===== src/rtl/pt2262_pkg.sv =====
// pt2262_pkg: shared types and counter widths for the PT2262 transmit scheduler.
`default_nettype none

package pt2262_pkg;

  localparam int FRAME_CNT_W = 4;
  localparam int TO_CNT_W    = 16;

  typedef enum logic [1:0] {
    IDLE = 2'd0,
    ARM  = 2'd1,
    SEND = 2'd2
  } sched_state_t;

  typedef struct packed {
    logic [7:0] addr;
    logic [7:0] float_mask;
    logic [3:0] data;
  } pt_word_t;

endpackage

`default_nettype wire


===== src/rtl/rr_arbiter.sv =====
// rr_arbiter: combinational round-robin pick, searching from last_grant+1 upward.
`default_nettype none

module rr_arbiter #(
  parameter int N_REQ = 4,
  parameter int GW    = 2
) (
  input  logic [N_REQ-1:0] req,
  input  logic [GW-1:0]    last_grant,
  output logic             valid,
  output logic [GW-1:0]    winner
);

  // Walk offsets from farthest to nearest so the nearest requester is written last.
  always_comb begin
    valid  = 1'b0;
    winner = '0;
    for (int k = N_REQ; k >= 1; k--) begin
      logic [GW-1:0] sel;
      sel = GW'((int'(last_grant) + k) % N_REQ);
      if (req[sel]) begin
        valid  = 1'b1;
        winner = sel;
      end
    end
  end

endmodule

`default_nettype wire


===== src/rtl/pt2262_tx_scheduler.sv =====
// pt2262_tx_scheduler: shares one PT2262 encoder among N_REQ requesters,
// swapping words only on sync rises and holding each for FRAMES frames.
`default_nettype none

module pt2262_tx_scheduler
  import pt2262_pkg::*;
#(
  parameter int N_REQ        = 4,
  parameter int FRAMES       = 4,
  parameter int SYNC_TIMEOUT = 65535
) (
  input  logic                     clk,
  input  logic                     reset,
  input  logic [N_REQ-1:0]         req,
  input  logic [N_REQ*8-1:0]       req_addr,
  input  logic [N_REQ*8-1:0]       req_float,
  input  logic [N_REQ*4-1:0]       req_data,
  output logic [N_REQ-1:0]         ack,
  output logic                     abort,
  input  logic                     enc_sync,
  output logic [7:0]               enc_addr,
  output logic [7:0]               enc_float,
  output logic [3:0]               enc_data,
  output logic                     tx_active,
  output logic [$clog2(N_REQ)-1:0] grant_id
);

  localparam int GW = $clog2(N_REQ);
  localparam logic [FRAME_CNT_W-1:0] LAST_FRAME = FRAME_CNT_W'(FRAMES - 1);
  localparam logic [TO_CNT_W-1:0]    TO_LAST    = TO_CNT_W'(SYNC_TIMEOUT - 1);

  sched_state_t           state;
  logic                   sync_q;
  logic                   rise;
  pt_word_t               hold;
  logic [GW-1:0]          hold_id;
  logic [GW-1:0]          last_grant;
  logic [FRAME_CNT_W-1:0] frame_cnt;
  logic [TO_CNT_W-1:0]    to_cnt;
  logic [TO_CNT_W-1:0]    to_cnt_inc;
  logic                   timeout_hit;

  logic [N_REQ-1:0]       arb_req;
  logic [GW-1:0]          arb_last;
  logic                   arb_valid;
  logic [GW-1:0]          arb_winner;
  pt_word_t               win_word;

  assign rise        = enc_sync & ~sync_q;
  assign timeout_hit = (to_cnt == TO_LAST);
  assign to_cnt_inc  = (to_cnt == '1) ? to_cnt : to_cnt + 1'b1;

  // In SEND the arbiter serves the back-to-back pick: the current owner is
  // excluded and treated as the new last_grant.
  always_comb begin
    arb_req  = req;
    arb_last = last_grant;
    if (state == SEND) begin
      arb_req  = req & ~(N_REQ'(1) << grant_id);
      arb_last = grant_id;
    end
  end

  rr_arbiter #(
    .N_REQ(N_REQ),
    .GW   (GW)
  ) u_arb (
    .req       (arb_req),
    .last_grant(arb_last),
    .valid     (arb_valid),
    .winner    (arb_winner)
  );

  always_comb begin
    win_word.addr       = req_addr[arb_winner*8 +: 8];
    win_word.float_mask = req_float[arb_winner*8 +: 8];
    win_word.data       = req_data[arb_winner*4 +: 4];
  end

  always_ff @(posedge clk) begin
    if (reset) begin
      state      <= IDLE;
      sync_q     <= 1'b0;
      hold       <= '0;
      hold_id    <= '0;
      last_grant <= GW'(N_REQ - 1);
      frame_cnt  <= '0;
      to_cnt     <= '0;
      ack        <= '0;
      abort      <= 1'b0;
      tx_active  <= 1'b0;
      grant_id   <= '0;
      enc_addr   <= '0;
      enc_float  <= '0;
      enc_data   <= '0;
    end else begin
      sync_q <= enc_sync;
      ack    <= '0;
      abort  <= 1'b0;
      case (state)
        IDLE: begin
          to_cnt <= '0;
          if (arb_valid) begin
            hold    <= win_word;
            hold_id <= arb_winner;
            state   <= ARM;
          end
        end

        ARM: begin
          if (rise) begin
            enc_addr  <= hold.addr;
            enc_float <= hold.float_mask;
            enc_data  <= hold.data;
            grant_id  <= hold_id;
            tx_active <= 1'b1;
            frame_cnt <= '0;
            to_cnt    <= '0;
            state     <= SEND;
          end else if (timeout_hit) begin
            abort  <= 1'b1;
            to_cnt <= '0;
            state  <= IDLE;
          end else begin
            to_cnt <= to_cnt_inc;
          end
        end

        SEND: begin
          if (rise) begin
            to_cnt <= '0;
            if (frame_cnt == LAST_FRAME) begin
              ack[grant_id] <= 1'b1;
              last_grant    <= grant_id;
              if (arb_valid) begin
                enc_addr  <= win_word.addr;
                enc_float <= win_word.float_mask;
                enc_data  <= win_word.data;
                grant_id  <= arb_winner;
                frame_cnt <= '0;
              end else begin
                tx_active <= 1'b0;
                state     <= IDLE;
              end
            end else begin
              frame_cnt <= frame_cnt + 1'b1;
            end
          end else if (timeout_hit) begin
            abort     <= 1'b1;
            tx_active <= 1'b0;
            to_cnt    <= '0;
            state     <= IDLE;
          end else begin
            to_cnt <= to_cnt_inc;
          end
        end

        default: state <= IDLE;
      endcase
    end
  end

endmodule

`default_nettype wire

===== config.mk =====
export PLATFORM = sky130hd
export DESIGN_NAME = pt2262_tx_scheduler
export DESIGN_NICKNAME = d
export VERILOG_FILES = /design/src/rtl/pt2262_pkg.sv /design/src/rtl/rr_arbiter.sv /design/src/rtl/pt2262_tx_scheduler.sv
export SDC_FILE = /design/constraint.sdc
export NUM_CORES = 1
export LEC_CHECK = 0
export CORE_ASPECT_RATIO = 0.9
export CORE_UTILIZATION = 49
export CTS_CLUSTER_SIZE = 12
export DETAILED_ROUTE_END_ITERATION = 7
export PLACE_DENSITY = 0.84
export SLEW_MARGIN = 20
export SYNTH_ARGS = -nofsm -noshare
export SYNTH_HDL_FRONTEND = slang
export SYNTH_SLANG_ARGS = --single-unit

===== constraint.sdc =====
create_clock -name clk -period 3.6 [get_ports clk]
set_clock_uncertainty 0.15 [all_clocks]
set_input_delay 0.72 -clock clk [delete_from_list [all_inputs] [get_ports clk]]
set_output_delay 0.72 -clock clk [all_outputs]
set_load 0.005 [all_outputs]

== Yosys cells after proc, flatten, opt, wreduce, memory -nomap -nowiden ==
Index checks and enable logic that the tools add are counted.

* Register bits: 75
* Bits of input ports: 87
* Output and inout port bits: 28
* Logic and storage cells: 132

* Add/subtract/negate cells: 6
* Order comparisons: 6
* Eq/ne operators: 15
* Shift-type cells: 4
* Multiplexer cells: 63
* Bitwise operators: 8
* Reductions and logical operators: 14

{| class="wikitable"
|+ Operators by type and width
! kind !! number
|-
| 2-to-1 mux 8 bit || 8
|-
| variable part select 32 x 6 -> 8 bit || 2
|-
| 2-to-1 mux 16 bit || 3
|-
| 2-to-1 mux 4 bit || 9
|-
| == test 16 bit (second input constant) || 2
|-
| one-hot mux 16 bit (2 select lines) || 1
|-
| one-hot mux 8 bit (2 select lines) || 2
|-
| 2-to-1 mux 2 bit || 15
|-
| adder 16 x 1 -> 16 bit (second input constant) || 1
|-
| one-hot mux 4 bit (2 select lines) || 2
|-
| variable part select 16 x 5 -> 4 bit || 1
|-
| < comparator 2 x 3 -> 1 bit (second input constant) || 5
|-
| 2-to-1 mux 1 bit || 15
|-
| AND reduction 5 bit || 2
|-
| != test 3 bit (second input constant) || 3
|-
| binary-select mux 1 bit (select 2 bit) || 4
|-
| != test 2 bit (second input constant) || 4
|-
| one-hot mux 2 bit (3 select lines) || 1
|-
| AND reduction 3 bit || 2
|-
| inverter 1 bit || 5
|-
| adder 2 x 1 -> 2 bit (second input constant) || 2
|-
| adder 2 bit (second input constant) || 2
|-
| adder 4 x 1 -> 4 bit (second input constant) || 1
|-
| AND 4 bit || 1
|-
| 21 further kinds || 23
|}

== Depth between registers and ports, before layout ==
Gate-level depths: netlist (run 1).

* Word-level depth: 15
* Mapped depth: 10
* Gate-level depth less buffers: 8

== Hierarchy ==
A second synthesis (run 1) with hierarchy kept.

* Cells, all modules: 444
* Area total of the unflattened synthesis: 3968.8 um2

{| class="wikitable"
|+ By module, submodules not included
! module !! times used !! cells each !! area an instance (um2) !! sequential area each (um2)
|-
| pt2262_tx_scheduler || 1 || 430 || 3877.5 || 1501.4
|-
| rr_arbiter || 1 || 14 || 91.3 || 0.0
|}

== Worst setup path before layout (run 1) ==
OpenSTA, ideal clock, no wires.

* Kind: register -> register
* Start: reg state[0]
* End: reg hold[0] (netlist bit)
* Setup time: 0.141 ns
* Arrival: 2.193 ns
* Required time: 3.309 ns
* Setup slack: 1.116 ns
* Cell stages (with the launch flop): 10
* Path buffers: 2
* Clock period less this slack: 2.484 ns
* Cell sequence: dfxtp_1 -> inv_1 -> ha_1 -> buf_4 -> mux2i_1 -> and4_4 -> o31ai_4 -> buf_4 -> mux2i_1 -> o221ai_1

* Longest elaborated chain between the ends: 10
* Elaborated cells between the ends (all ways): 26
* Classes of those cells: add/sub: 4; eq/ne: 1; shift: 1; mux: 18; reduce/logical: 2

{| class="wikitable"
|+ RTL lines
! what !! line !! source
|-
| from (decl) || pt2262_tx_scheduler.sv:32 || <nowiki>sched_state_t state;</nowiki>
|-
| from (signal assigned) || pt2262_tx_scheduler.sv:82 || <nowiki>state <= IDLE;</nowiki>
|-
| from (signal assigned) || pt2262_tx_scheduler.sv:106 || <nowiki>state <= ARM;</nowiki>
|-
| from (signal assigned) || pt2262_tx_scheduler.sv:119 || <nowiki>state <= SEND;</nowiki>
|-
| == test 2 bit || pt2262_tx_scheduler.sv:58 || <nowiki>if (state == SEND) begin</nowiki>
|-
| 2-to-1 mux 2 bit || pt2262_tx_scheduler.sv:58 ||
|-
| adder 2 x 1 -> 2 bit || rr_arbiter.sv:20 || <nowiki>sel = GW'((int'(last_grant) + k) % N_REQ);</nowiki>
|-
| binary-select mux 1 bit (select 2 bit) || rr_arbiter.sv:21 || <nowiki>if (req[sel]) begin</nowiki>
|-
| 2-to-1 mux 1 bit (implied by the code) || rr_arbiter.sv:21 ||
|-
| 2-to-1 mux 2 bit or 2-to-1 mux 1 bit (tied branches) (4 in a row) || rr_arbiter.sv:21 ||
|-
| variable part select 16 x 5 -> 4 bit or AND reduction 2 bit (tied branches) || - ||
|-
| to (signal assigned) || pt2262_tx_scheduler.sv:104 || <nowiki>hold <= win_word;</nowiki>
|-
| to (decl) || pt2262_tx_scheduler.sv:35 || <nowiki>pt_word_t hold;</nowiki>
|}

Parallel ways exist; a longest one is shown, timed or not. The select of a mux whose other input is x is not followed.
A chain may end at the register's enable or synchronous reset.

== Worst setup path after layout (run 1) ==
* Start: in req[0]
* End: reg enc_addr[4]

* Longest elaborated chain between the ends: 13
* Elaborated cells between the ends (all ways): 25
* Classes of those cells: eq/ne: 1; shift: 1; mux: 21; bitwise: 1; reduce/logical: 1

{| class="wikitable"
|+ RTL lines
! what !! line !! source
|-
| from (decl) || pt2262_tx_scheduler.sv:14 || <nowiki>input logic [N_REQ-1:0] req,</nowiki>
|-
| AND 4 bit || pt2262_tx_scheduler.sv:59 || <nowiki>arb_req = req & ~(N_REQ'(1) << grant_id);</nowiki>
|-
| 2-to-1 mux 4 bit * || pt2262_tx_scheduler.sv:58 ||
|-
| binary-select mux 1 bit (select 2 bit) || rr_arbiter.sv:21 ||
|-
| 2-to-1 mux 1 bit (implied by the code) || rr_arbiter.sv:21 ||
|-
| 2-to-1 mux 2 bit (4 in a row) || rr_arbiter.sv:21 ||
|-
| variable part select 32 x 6 -> 8 bit || pt2262_tx_scheduler.sv:75 || <nowiki>win_word.addr = req_addr[arb_winner*8 +: 8];</nowiki>
|-
| 2-to-1 mux 8 bit || pt2262_tx_scheduler.sv:135 || <nowiki>if (arb_valid) begin</nowiki>
|-
| 2-to-1 mux 8 bit || pt2262_tx_scheduler.sv:132 || <nowiki>if (frame_cnt == LAST_FRAME) begin</nowiki>
|-
| 2-to-1 mux 8 bit || pt2262_tx_scheduler.sv:130 || <nowiki>if (rise) begin</nowiki>
|-
| one-hot mux 8 bit (2 select lines) || pt2262_tx_scheduler.sv:100 || <nowiki>case (state)</nowiki>
|-
| to (signal assigned) || pt2262_tx_scheduler.sv:112 || <nowiki>enc_addr <= hold.addr;</nowiki>
|-
| to (signal assigned) || pt2262_tx_scheduler.sv:136 || <nowiki>enc_addr <= win_word.addr;</nowiki>
|-
| to (decl) || pt2262_tx_scheduler.sv:21 || <nowiki>output logic [7:0] enc_addr,</nowiki>
|}

Every way passes the cells marked *; elsewhere a longest branch is shown, timed or not. The select of a mux whose other input is x is not followed.

==> impl_metrics.json, run 1 <==
{
  "run_status": "finished, final reports clean",
  "initial_core_utilization_pct": 50.4,
  "die_w_um": 101,
  "numCtsBuffers": 9,
  "yosys.cell_types.count": 59,
  "total_half_perimeter_wirelength_after_legalization_and_detailed_placement_um": 8070,
  "max_slew_margin_pct": 60.7,
  "drive_above_1_share_pct": 9.72,
  "ys_seq_area_share_pct": 34.9,
  "cts_buffer_depth": 2,
  "final.hold.worst_slack_ns": 0.313,
  "p_total_mw": 2.05,
  "worst-slew-pin-transition_ns": 0.585,
  "crit_buf_inv": 2,
  "drc": 0,
  "worstPathCellList": "clkdlybuf4s50_1 > mux2i_1 > a211o_1 > a311o_2 > buf_4 > a211o_1 > a221oi_2",
  "finalWeightedCongestion": 0.890,
  "design.die.area_um2": 9150,
  "final_min_period_over_clock_period_pct": 83.0,
  "drt-initial-drc-count": 212,
  "post_cts_buffers": 0,
  "setup_repair_after_global_routing_missed_its_margin": "no",
  "power.leakage_nw": 2.23,
  "cts_sinks": 75,
  "fmaxAchievable_ghz": 0.334,
  "clock_insertion_delay_worst_skew_ns": 0.35,
  "holdCritPathClass": "flop to flop",
  "number_of_flops_mapped_to_enable_cells_by_yosys": 0,
  "critical_path.most_common_cell": "sky130_fd_sc_hd__a211o_1",
  "ys_ff_latch": 75,
  "worst_r2r_startpoint": "state[0]",
  "final_count_of_pins_violating_max_slew": 0,
  "routed_wire_length_per_instance_um": 16.5,
  "core_area_um2": 8530,
  "grt_first_pass_wirelength_um": 18700,
  "final_setup_violation_count": 0,
  "die_h_um": 90.9,
  "cts.htree.levels": 3,
  "ys.warnings.count": 0,
  "cap_viol_max_count": 0,
  "critPathCaptureType": "flop",
  "postSynth.topFlopCell": "sky130_fd_sc_hd__dfxtp_1",
  "worst-path-stages": 7,
  "post_synth_inst_count": 472,
  "route.final.wire_length_um": 11500,
  "worstSetupStartpoint": "req[0]",
  "drtPass1Iterations": 7,
  "timing.hold.worst.start": "last_grant[0]",
  "worst-path-max-fanout": 17,
  "num-nets-final": 668,
  "final.min_clock_period_ns": 2.99,
  "gr-usage-all-layers_pct": 25.5,
  "synth_nets": 567,
  "drt-vias-per-instance": 5.92,
  "clockRootBuffer": "sky130_fd_sc_hd__clkbuf_8",
  "routed_antenna_nets": 0,
  "number_of_antenna_violations_at_the_first_check_in_global_routing": 0,
  "worstSetupStartpointType": "primary input",
  "globalRoute.totalOverflow": 0,
  "fin_tns_setup_ns": 0,
  "power.ir.vdd_worst_uv": 177,
  "kind_of_critical_path": "primary input to flop",
  "area_delta_synth_final_pct": 32.1,
  "hold_buffers_post_cts": 0,
  "asyncSetResetFlopFracSynth_pct": 0,
  "placement.cell_area_um2": 5520,
  "timing.critical_path.required_ns": 3.71,
  "biggest_cell_delay_along_the_critical_path_ns": 0.59,
  "cts_resized": 0,
  "maximum_number_of_pins_on_one_net_before_global_route_repair": 44,
  "hold-path-cell-count": 1,
  "first_global_vias": 3966,
  "post_synth.cell_area_avg_um2": 9.11,
  "r2r_slack_ns": 0.62,
  "critical_path.slowest_cell": "sky130_fd_sc_hd__clkdlybuf4s50_1",
  "final_design_area_no_fill_um2": 5680,
  "timing.final.hold_violations": 0,
  "io_buffers": 114,
  "pwr_density_cell_nw_per_um2": 360,
  "cts_tree": "built",
  "critPathArrivalTime_ns": 3.10,
  "critical-path-top-delay-family": "compound AO/OA/AOI/OAI gates",
  "n_antenna_cell": 0,
  "rows": 32,
  "synth.cell_area_um2": 4300,
  "ff2ff_path_depth": 8,
  "design.portCount": 115,
  "worst_setup_hold_path_clk_slew_ns": 0.07,
  "vias": 4113
}
report_power, final:
part / switching [mW] / total (mW) / internal (mW)
Clock: 0.293 / 0.555 / 0.262
Sequential: 0.0454 / 0.947 / 0.902
Combinational: 0.264 / 0.542 / 0.279
Total: 0.602 / 2.05 / 1.44
logic make-up after synthesis:
logic type | share of synthesized area, %
compound gates | 24.1
xor+xnor | 2.24
fa+ha+maj | 2.33
buf+inv | 7.39
flops | 34.9
mux | 10.6
simple gates | 18.4
routing by layer:
layer | share of wire [%] | up-vias | global-route usage, %
met5 | 0 | - | 0
met2 | 50 | 160 | 41.7
met4 | 2.5 | 0 | 11.5
met3 | 6.3 | 29 | 5.96
met1 | 41 | 1953 | 31.7
li1 | - | 1971 | -
metrics by stage:
stage	setup WS, ns	std cells	util, %
floorplan	1.12	472	-
global placement	0.380	681	64.7
detailed placement	0.303	681	64.7
CTS	0.606	695	66.6
global route	0.411	695	66.6
finish	0.610	695	66.6
synthesized netlist by cell type, types with 4 or more instances:
cell,count,area [um^2]
sky130_fd_sc_hd__nand2_1,34,128
sky130_fd_sc_hd__o221ai_1,20,175
sky130_fd_sc_hd__nor2_1,30,113
sky130_fd_sc_hd__a211o_1,23,201
sky130_fd_sc_hd__or3_1,5,31.3
sky130_fd_sc_hd__a211oi_1,4,30.0
sky130_fd_sc_hd__xnor2_1,8,70.1
sky130_fd_sc_hd__nand4_1,5,31.3
sky130_fd_sc_hd__nand3_1,13,65.1
sky130_fd_sc_hd__buf_2,5,25.0
sky130_fd_sc_hd__a221oi_2,20,300
sky130_fd_sc_hd__buf_4,7,52.6
sky130_fd_sc_hd__o21ai_0,7,35.0
sky130_fd_sc_hd__inv_1,31,116
sky130_fd_sc_hd__clkbuf_1,16,60.1
sky130_fd_sc_hd__mux2i_1,44,440
sky130_fd_sc_hd__buf_6,5,56.3
sky130_fd_sc_hd__nor3b_1,4,30.0
sky130_fd_sc_hd__a21oi_1,17,85.1
sky130_fd_sc_hd__nor2b_1,4,25.0
sky130_fd_sc_hd__nor4_1,5,31.3
sky130_fd_sc_hd__nor3_1,28,140
sky130_fd_sc_hd__dfxtp_1,75,1500
sky130_fd_sc_hd__ha_1,8,100
registers in the layout, indices dropped and copies added (netlist names):
name / flops
tx_active: 1
hold_id: 2
abort: 1
ack: 4
enc_addr: 8
enc_data: 4
last_grant: 2
grant_id: 2
sync_q: 1
hold: 20
enc_float: 8
state: 2
frame_cnt: 4
to_cnt: 16
layout make-up:
type                            count  area [um^2]
Timing Repair Buffer              125         1260
Tap cell                          119          149
Sequential cell                    75         1500
Inverter                           31          116
Fill cell                         695         2850
Multi-Input combinational cell    331         2490
Clock inverter                      2         13.8
Clock buffer                       12          145
worst register-to-register path, stage by stage (launching register included):
cell and delay, ns:
sky130_fd_sc_hd__dfxtp_1 0.36, sky130_fd_sc_hd__inv_1 0.12, sky130_fd_sc_hd__ha_1 0.45, sky130_fd_sc_hd__mux2i_1 0.41, sky130_fd_sc_hd__a31oi_1 0.20, sky130_fd_sc_hd__o31ai_4 0.25
sky130_fd_sc_hd__buf_12 0.31, sky130_fd_sc_hd__mux2i_1 0.43, sky130_fd_sc_hd__o221ai_1 0.15
path summary, 6_finish.rpt:
| path | end |
|---|---|
| worst max register to register | hold[5] |
| worst max-delay path | enc_addr[4] |
| worst min-delay path | last_grant[0] |
| worst min register to register | last_grant[0] |
cell usage in the layout, fill, tap and decap left out, types with 10 or more instances in the layout:
master / Yosys / routed
sky130_fd_sc_hd__clkdlybuf4s50_1: 0 / 114
sky130_fd_sc_hd__dfxtp_1: 75 / 75
sky130_fd_sc_hd__mux2i_1: 44 / 44
sky130_fd_sc_hd__nand2_1: 34 / 34
sky130_fd_sc_hd__inv_1: 31 / 31
sky130_fd_sc_hd__nor2_1: 30 / 30
sky130_fd_sc_hd__nor3_1: 28 / 27
sky130_fd_sc_hd__a211o_1: 23 / 23
sky130_fd_sc_hd__a221oi_2: 20 / 20
sky130_fd_sc_hd__o221ai_1: 20 / 20
sky130_fd_sc_hd__a21oi_1: 17 / 17
sky130_fd_sc_hd__nand3_1: 13 / 13
sky130_fd_sc_hd__clkbuf_8: 0 / 10
No activity file was read; power rests on OpenSTA's default activity.
==> run 2: changes to the inputs <==
CORE_UTILIZATION = 44   (was 49)
PLACE_DENSITY = 0.8   (was 0.84)
clock period = 2.7 ns   (was 3.6 ns; I/O delays follow)
==> run 2 against run 1 <==
  * Non-clock buffer count rose by 29
  * Critical path depth is 2 higher
  * Global-route usage is 1.7 points lower
  * Final area up 8.1%
  * Via count rose by 3.3%
  * Utilization shrank 0.49 points
  * Worst hold slack better by 0.010 ns
  * Clock power up 78%
  * Critical path type is now flop to flop
==> impl_metrics.json, run 2 (same netlist as run 1, synthesis figures left out) <==
{
  "max_flop_register": "hold",
  "max_slew_margin_pct": 58.7,
  "clock_insertion_delay_worst_skew_ns": 0.35,
  "fmaxAchievable_ghz": 0.381,
  "maximum_number_of_pins_on_one_net_before_global_route_repair": 33,
  "worst-path-max-fanout": 18,
  "worst_r2r_startpoint": "state[0]",
  "worstSetupStartpointType": "flop",
  "total_half_perimeter_wirelength_after_legalization_and_detailed_placement_um": 8400,
  "grt_first_pass_wirelength_um": 19200,
  "final_min_period_over_clock_period_pct": 97.3,
  "cap_viol_max_count": 0,
  "placed_cells_incl_taps": 705,
  "timing.final.hold_violations": 0,
  "rows": 33,
  "nFillCells": 732,
  "io_buffers": 114,
  "groute.layer.met2.usage_pct": 42.4,
  "critPathArrivalTime_ns": 2.68,
  "routed_wire_length_per_instance_um": 17.1,
  "pwr_density_cell_nw_per_um2": 502,
  "final.hold.worst_slack_ns": 0.324,
  "initial_core_utilization_pct": 46.3,
  "critPathCaptureType": "flop",
  "drc": 0,
  "design.portCount": 115,
  "finalNonFillerCells": 729,
  "layout.cells.most_common": "sky130_fd_sc_hd__clkdlybuf4s50_1",
  "kind_of_critical_path": "flop to flop",
  "cts_tree": "built",
  "globalRoute.totalOverflow": 0,
  "cts.htree.levels": 3,
  "area_delta_synth_final_pct": 42.9,
  "n_antenna_cell": 0,
  "drt-initial-drc-count": 256,
  "worst_setup_hold_path_clk_slew_ns": 0.09,
  "run_status": "finished, final reports clean",
  "final.min_clock_period_ns": 2.63,
  "holdCritPathClass": "flop to flop",
  "layout.cells.most_common_list": "114 x sky130_fd_sc_hd__clkdlybuf4s50_1, 73 x sky130_fd_sc_hd__dfxtp_1, 36 x sky130_fd_sc_hd__mux2i_1",
  "hold-path-cell-count": 2,
  "numCtsBuffers": 9,
  "final_count_of_pins_violating_max_slew": 0,
  "first_global_vias": 4047,
  "die_w_um": 106,
  "power.leakage_nw": 2.42,
  "drtPass1Iterations": 5,
  "final_setup_violation_count": 0,
  "design.die.area_um2": 10200,
  "setup_repair_after_global_routing_missed_its_margin": "no",
  "grt_use_met1_pct": 28.1,
  "route.final.wire_length_um": 12500,
  "gr-usage-all-layers_pct": 23.8,
  "vias": 4247,
  "die_h_um": 95.8,
  "gr-max-usage-layer": "met2",
  "finalWeightedCongestion": 0.810,
  "drive_above_1_share_pct": 17.1,
  "number_of_antenna_violations_at_the_first_check_in_global_routing": 0,
  "core_area_um2": 9290,
  "grt_util_met3_pct": 6.09,
  "timing.critical_path.required_ns": 2.76,
  "worst-slew-pin-transition_ns": 0.615,
  "cts_sinks": 75,
  "p_total_mw": 3.08,
  "timing.hold.worst.start": "hold[5]",
  "worstSetupStartpoint": "state[0]",
  "largest_reg_flops": 20,
  "ff2ff_path_depth": 9,
  "cts_buffer_depth": 2,
  "routed_antenna_nets": 0,
  "reg.largest.list": "hold: 20 flops, to_cnt: 16 flops",
  "num-nets-final": 697,
  "clockRootBuffer": "sky130_fd_sc_hd__clkbuf_8",
  "power.ir.vdd_worst_uv": 348,
  "drt-vias-per-instance": 5.83
}
-- run 2: changes by cell type in the layout (fill, tap and decap cells not counted), sizes merged --
cell      previous run  this run
bufbuf               0         1
bufinv               0         2
clkbuf              12        11
clkinvlp             0         2
buf                 11        38
-- run 2: worst paths after layout --
check / endpoint / slack, ns
setup reg to reg: hold[12] / 0.07
setup / recovery: hold[12] / 0.07
hold / removal: hold[5] / 0.32
hold reg to reg: hold[5] / 0.32
-- run 2: layout make-up --
| type | count | area, um^2 | area share, % |
|---|---|---|---|
| Clock inverter | 6 | 88.8 | 1.45 |
| Inverter | 31 | 116 | 1.90 |
| Tap cell | 122 | 153 | 2.49 |
| Sequential cell | 75 | 1500 | 24.5 |
| Clock buffer | 10 | 138 | 2.24 |
| Timing Repair Buffer | 154 | 1580 | 25.7 |
| Multi-Input combinational cell | 331 | 2560 | 41.8 |
-- run 2: report_power, final --
group	internal [mW]	switching, mW	total [mW]
clock	0.546	0.441	0.986
combinational	0.448	0.381	0.829
sequential	1.20	0.0630	1.27
-- run 2: worst max-delay path, stage by stage (launching register included) --
cell and delay, ns:
sky130_fd_sc_hd__dfxtp_1 0.32, sky130_fd_sc_hd__inv_2 0.12, sky130_fd_sc_hd__ha_4 0.19, sky130_fd_sc_hd__mux2_4 0.34
sky130_fd_sc_hd__and4_4 0.20, sky130_fd_sc_hd__o31ai_4 0.25, sky130_fd_sc_hd__buf_4 0.18, sky130_fd_sc_hd__buf_12 0.18
sky130_fd_sc_hd__mux2i_2 0.34, sky130_fd_sc_hd__o221ai_1 0.20
-- run 2: layer usage --
metal | up-vias | part of all wire (%)
met1 | 2057 | 42
met4 | 0 | 1.7
met2 | 139 | 51
met5 | - | 0
li1 | 2032 | -
met3 | 19 | 5.5
-- run 2: stage by stage --
step	worst slack [ns]	utilization (%)	TNS, ns	area, um^2
after global placement	-0.175	61.7	-4.17	5730
after CTS	0.0400	64.9	0	6030
after floorplan	0.216	-	0	4300
after detailed placement	-0.252	61.7	-6.09	5730
after global routing	0.0129	66.1	0	6140
final	0.0733	66.1	0	6140
-- run 2: what timing repair did --
action | in CTS | in global routing
setup buffers | 1 | 4
cloned | 1 | 2
resized for setup | 10 | 8
hold buffers | 0 | 0
pin swaps | 1 | 1
endpoints found under the setup margin | 10 | 40
==> run 3: changes to the inputs <==
CORE_ASPECT_RATIO = default   (was 0.9)
==> run 3 against run 2 <==
  * Utilization is 1.7 points lower
  * First-iteration DRC count grew 17%
  * Worst hold slack got worse by 0.00065 ns
  * Fmax increased by 1.5%
  * Largest cell class unchanged
  * Die area about the same
  * Count of clock-buffer cells in the layout up 1
  * Critical path type is now primary input to flop
==> impl_metrics.json, run 3 (same netlist as run 1, synthesis figures left out) <==
{
  "ff2ff_path_depth": 9,
  "maximum_number_of_pins_on_one_net_before_global_route_repair": 35,
  "cts_buffer_depth": 2,
  "run_status": "finished, final reports clean",
  "timing.final.hold_violations": 0,
  "largest_reg_flops": 20,
  "final_count_of_pins_violating_max_slew": 0,
  "vias": 4207,
  "finalWorstSetupSlack_ns": 0.112,
  "drc": 0,
  "worst_setup_hold_path_clk_slew_ns": 0.09,
  "grt_first_pass_wirelength_um": 18400,
  "number_of_antenna_violations_at_the_first_check_in_global_routing": 0,
  "core_area_um2": 9370,
  "routed_antenna_nets": 0,
  "globalRoute.totalOverflow": 0,
  "drtPass1Iterations": 5,
  "timing.hold.worst.start": "last_grant[1]",
  "drive_above_1_share_pct": 15.6,
  "final_min_period_over_clock_period_pct": 95.9,
  "cap_viol_max_count": 0,
  "worst-slew-pin-transition_ns": 0.624,
  "power.leakage_nw": 2.39,
  "area_delta_synth_final_pct": 40.5,
  "fmaxAchievable_ghz": 0.386,
  "final_setup_violation_count": 0,
  "worstSetupStartpointType": "primary input",
  "reg.largest.list": "hold: 20 flops, to_cnt: 16 flops",
  "first_global_vias": 3997,
  "cts_tree": "built",
  "cts_sinks": 75,
  "io_buffers": 114,
  "die_h_um": 101,
  "total_half_perimeter_wirelength_after_legalization_and_detailed_placement_um": 8200,
  "num-nets-final": 694,
  "design.portCount": 115,
  "die_w_um": 101,
  "layout.cells.most_common_list": "114 x sky130_fd_sc_hd__clkdlybuf4s50_1, 74 x sky130_fd_sc_hd__dfxtp_1, 42 x sky130_fd_sc_hd__mux2i_1",
  "cts.htree.levels": 3,
  "clock_insertion_delay_worst_skew_ns": 0.35,
  "hold-path-cell-count": 1,
  "numCtsBuffers": 9,
  "power.ir.vdd_worst_uv": 344,
  "final.min_clock_period_ns": 2.59,
  "rows": 35,
  "pwr_density_cell_nw_per_um2": 472,
  "critPathArrivalTime_ns": 2.71,
  "n_antenna_cell": 0,
  "worstSetupStartpoint": "req[2]",
  "routed_wire_length_per_instance_um": 15.9,
  "drt-vias-per-instance": 5.74,
  "nFillCells": 765,
  "kind_of_critical_path": "primary input to flop",
  "max_flop_register": "hold",
  "timing.critical_path.required_ns": 2.82,
  "layout.cells.most_common": "sky130_fd_sc_hd__clkdlybuf4s50_1",
  "clockRootBuffer": "sky130_fd_sc_hd__clkbuf_8",
  "finalWeightedCongestion": 0.823,
  "setup_repair_after_global_routing_missed_its_margin": "no",
  "gr-usage-all-layers_pct": 22.5,
  "initial_core_utilization_pct": 45.9,
  "design.die.area_um2": 10200,
  "worst_r2r_startpoint": "state[0]",
  "critPathCaptureType": "flop",
  "place_ws_ns": -0.338,
  "final.hold.worst_slack_ns": 0.323,
  "max_slew_margin_pct": 58.1,
  "worst-path-max-fanout": 34,
  "drt-initial-drc-count": 299,
  "route.final.wire_length_um": 11600,
  "holdCritPathClass": "flop to flop"
}
[run 3: repair_timing]
| item | CTS | global route |
|---|---|---|
| cloned | 0 | 2 |
| pin swaps | 0 | 1 |
| buffers inserted | 0 | 2 |
| endpoints found under the setup margin | 25 | 40 |
| hold buffers | 0 | 0 |
| gates resized for setup | 3 | 9 |
[run 3: worst max-delay path: stages]
cell and delay, ns:
sky130_fd_sc_hd__clkdlybuf4s50_1 0.54, sky130_fd_sc_hd__mux2i_1 0.10, sky130_fd_sc_hd__a211o_1 0.35, sky130_fd_sc_hd__a311o_2 0.47, sky130_fd_sc_hd__buf_12 0.21, sky130_fd_sc_hd__a211o_1 0.31
sky130_fd_sc_hd__a221oi_2 0.18
[run 3: final timing paths]
kind,end,slack (ns)
max,enc_addr[2],0.11
min,last_grant[1],0.32
max reg2reg,enc_float[0],0.12
min reg2reg,last_grant[1],0.32
[run 3: routing by layer]
| layer | wire length (um) | GRT usage [%] |
|---|---|---|
| met5 | 0 | 0 |
| met4 | 204 | 7.47 |
| met3 | 628 | 4.37 |
| met2 | 5830 | 38.8 |
| met1 | 4980 | 28.2 |
[run 3: per-stage QoR]
step	utilization [%]	total power [mW]	setup TNS, ns	cell area (um^2)	cells
5_1_grt	64.4	2.98	0	6040	733
2_1_floorplan	-	1.70	0	4300	472
3_5_place_dp	61.2	2.05	-10.55	5740	713
4_1_cts	63.2	2.84	0	5930	729
6_report	64.4	2.85	0	6040	733
3_3_place_gp	61.2	2.03	-6.96	5740	713
[run 3: area by class of cell]
type                       instances  area, um^2  area share, %
multi-input combinational        331        2550           42.2
timing repair buffer             151        1530           25.3
sequential                        75        1500           24.9
tap                              129         161           2.67
clock buffer                      11         141           2.34
inverter                          31         116           1.93
clock inverter                     5        36.3          0.601
[run 3: where the power goes]
part           internal, mW  switching, mW
Combinational         0.431          0.368
Sequential             1.20         0.0592
Clock                 0.361          0.428
Total                  1.99          0.855
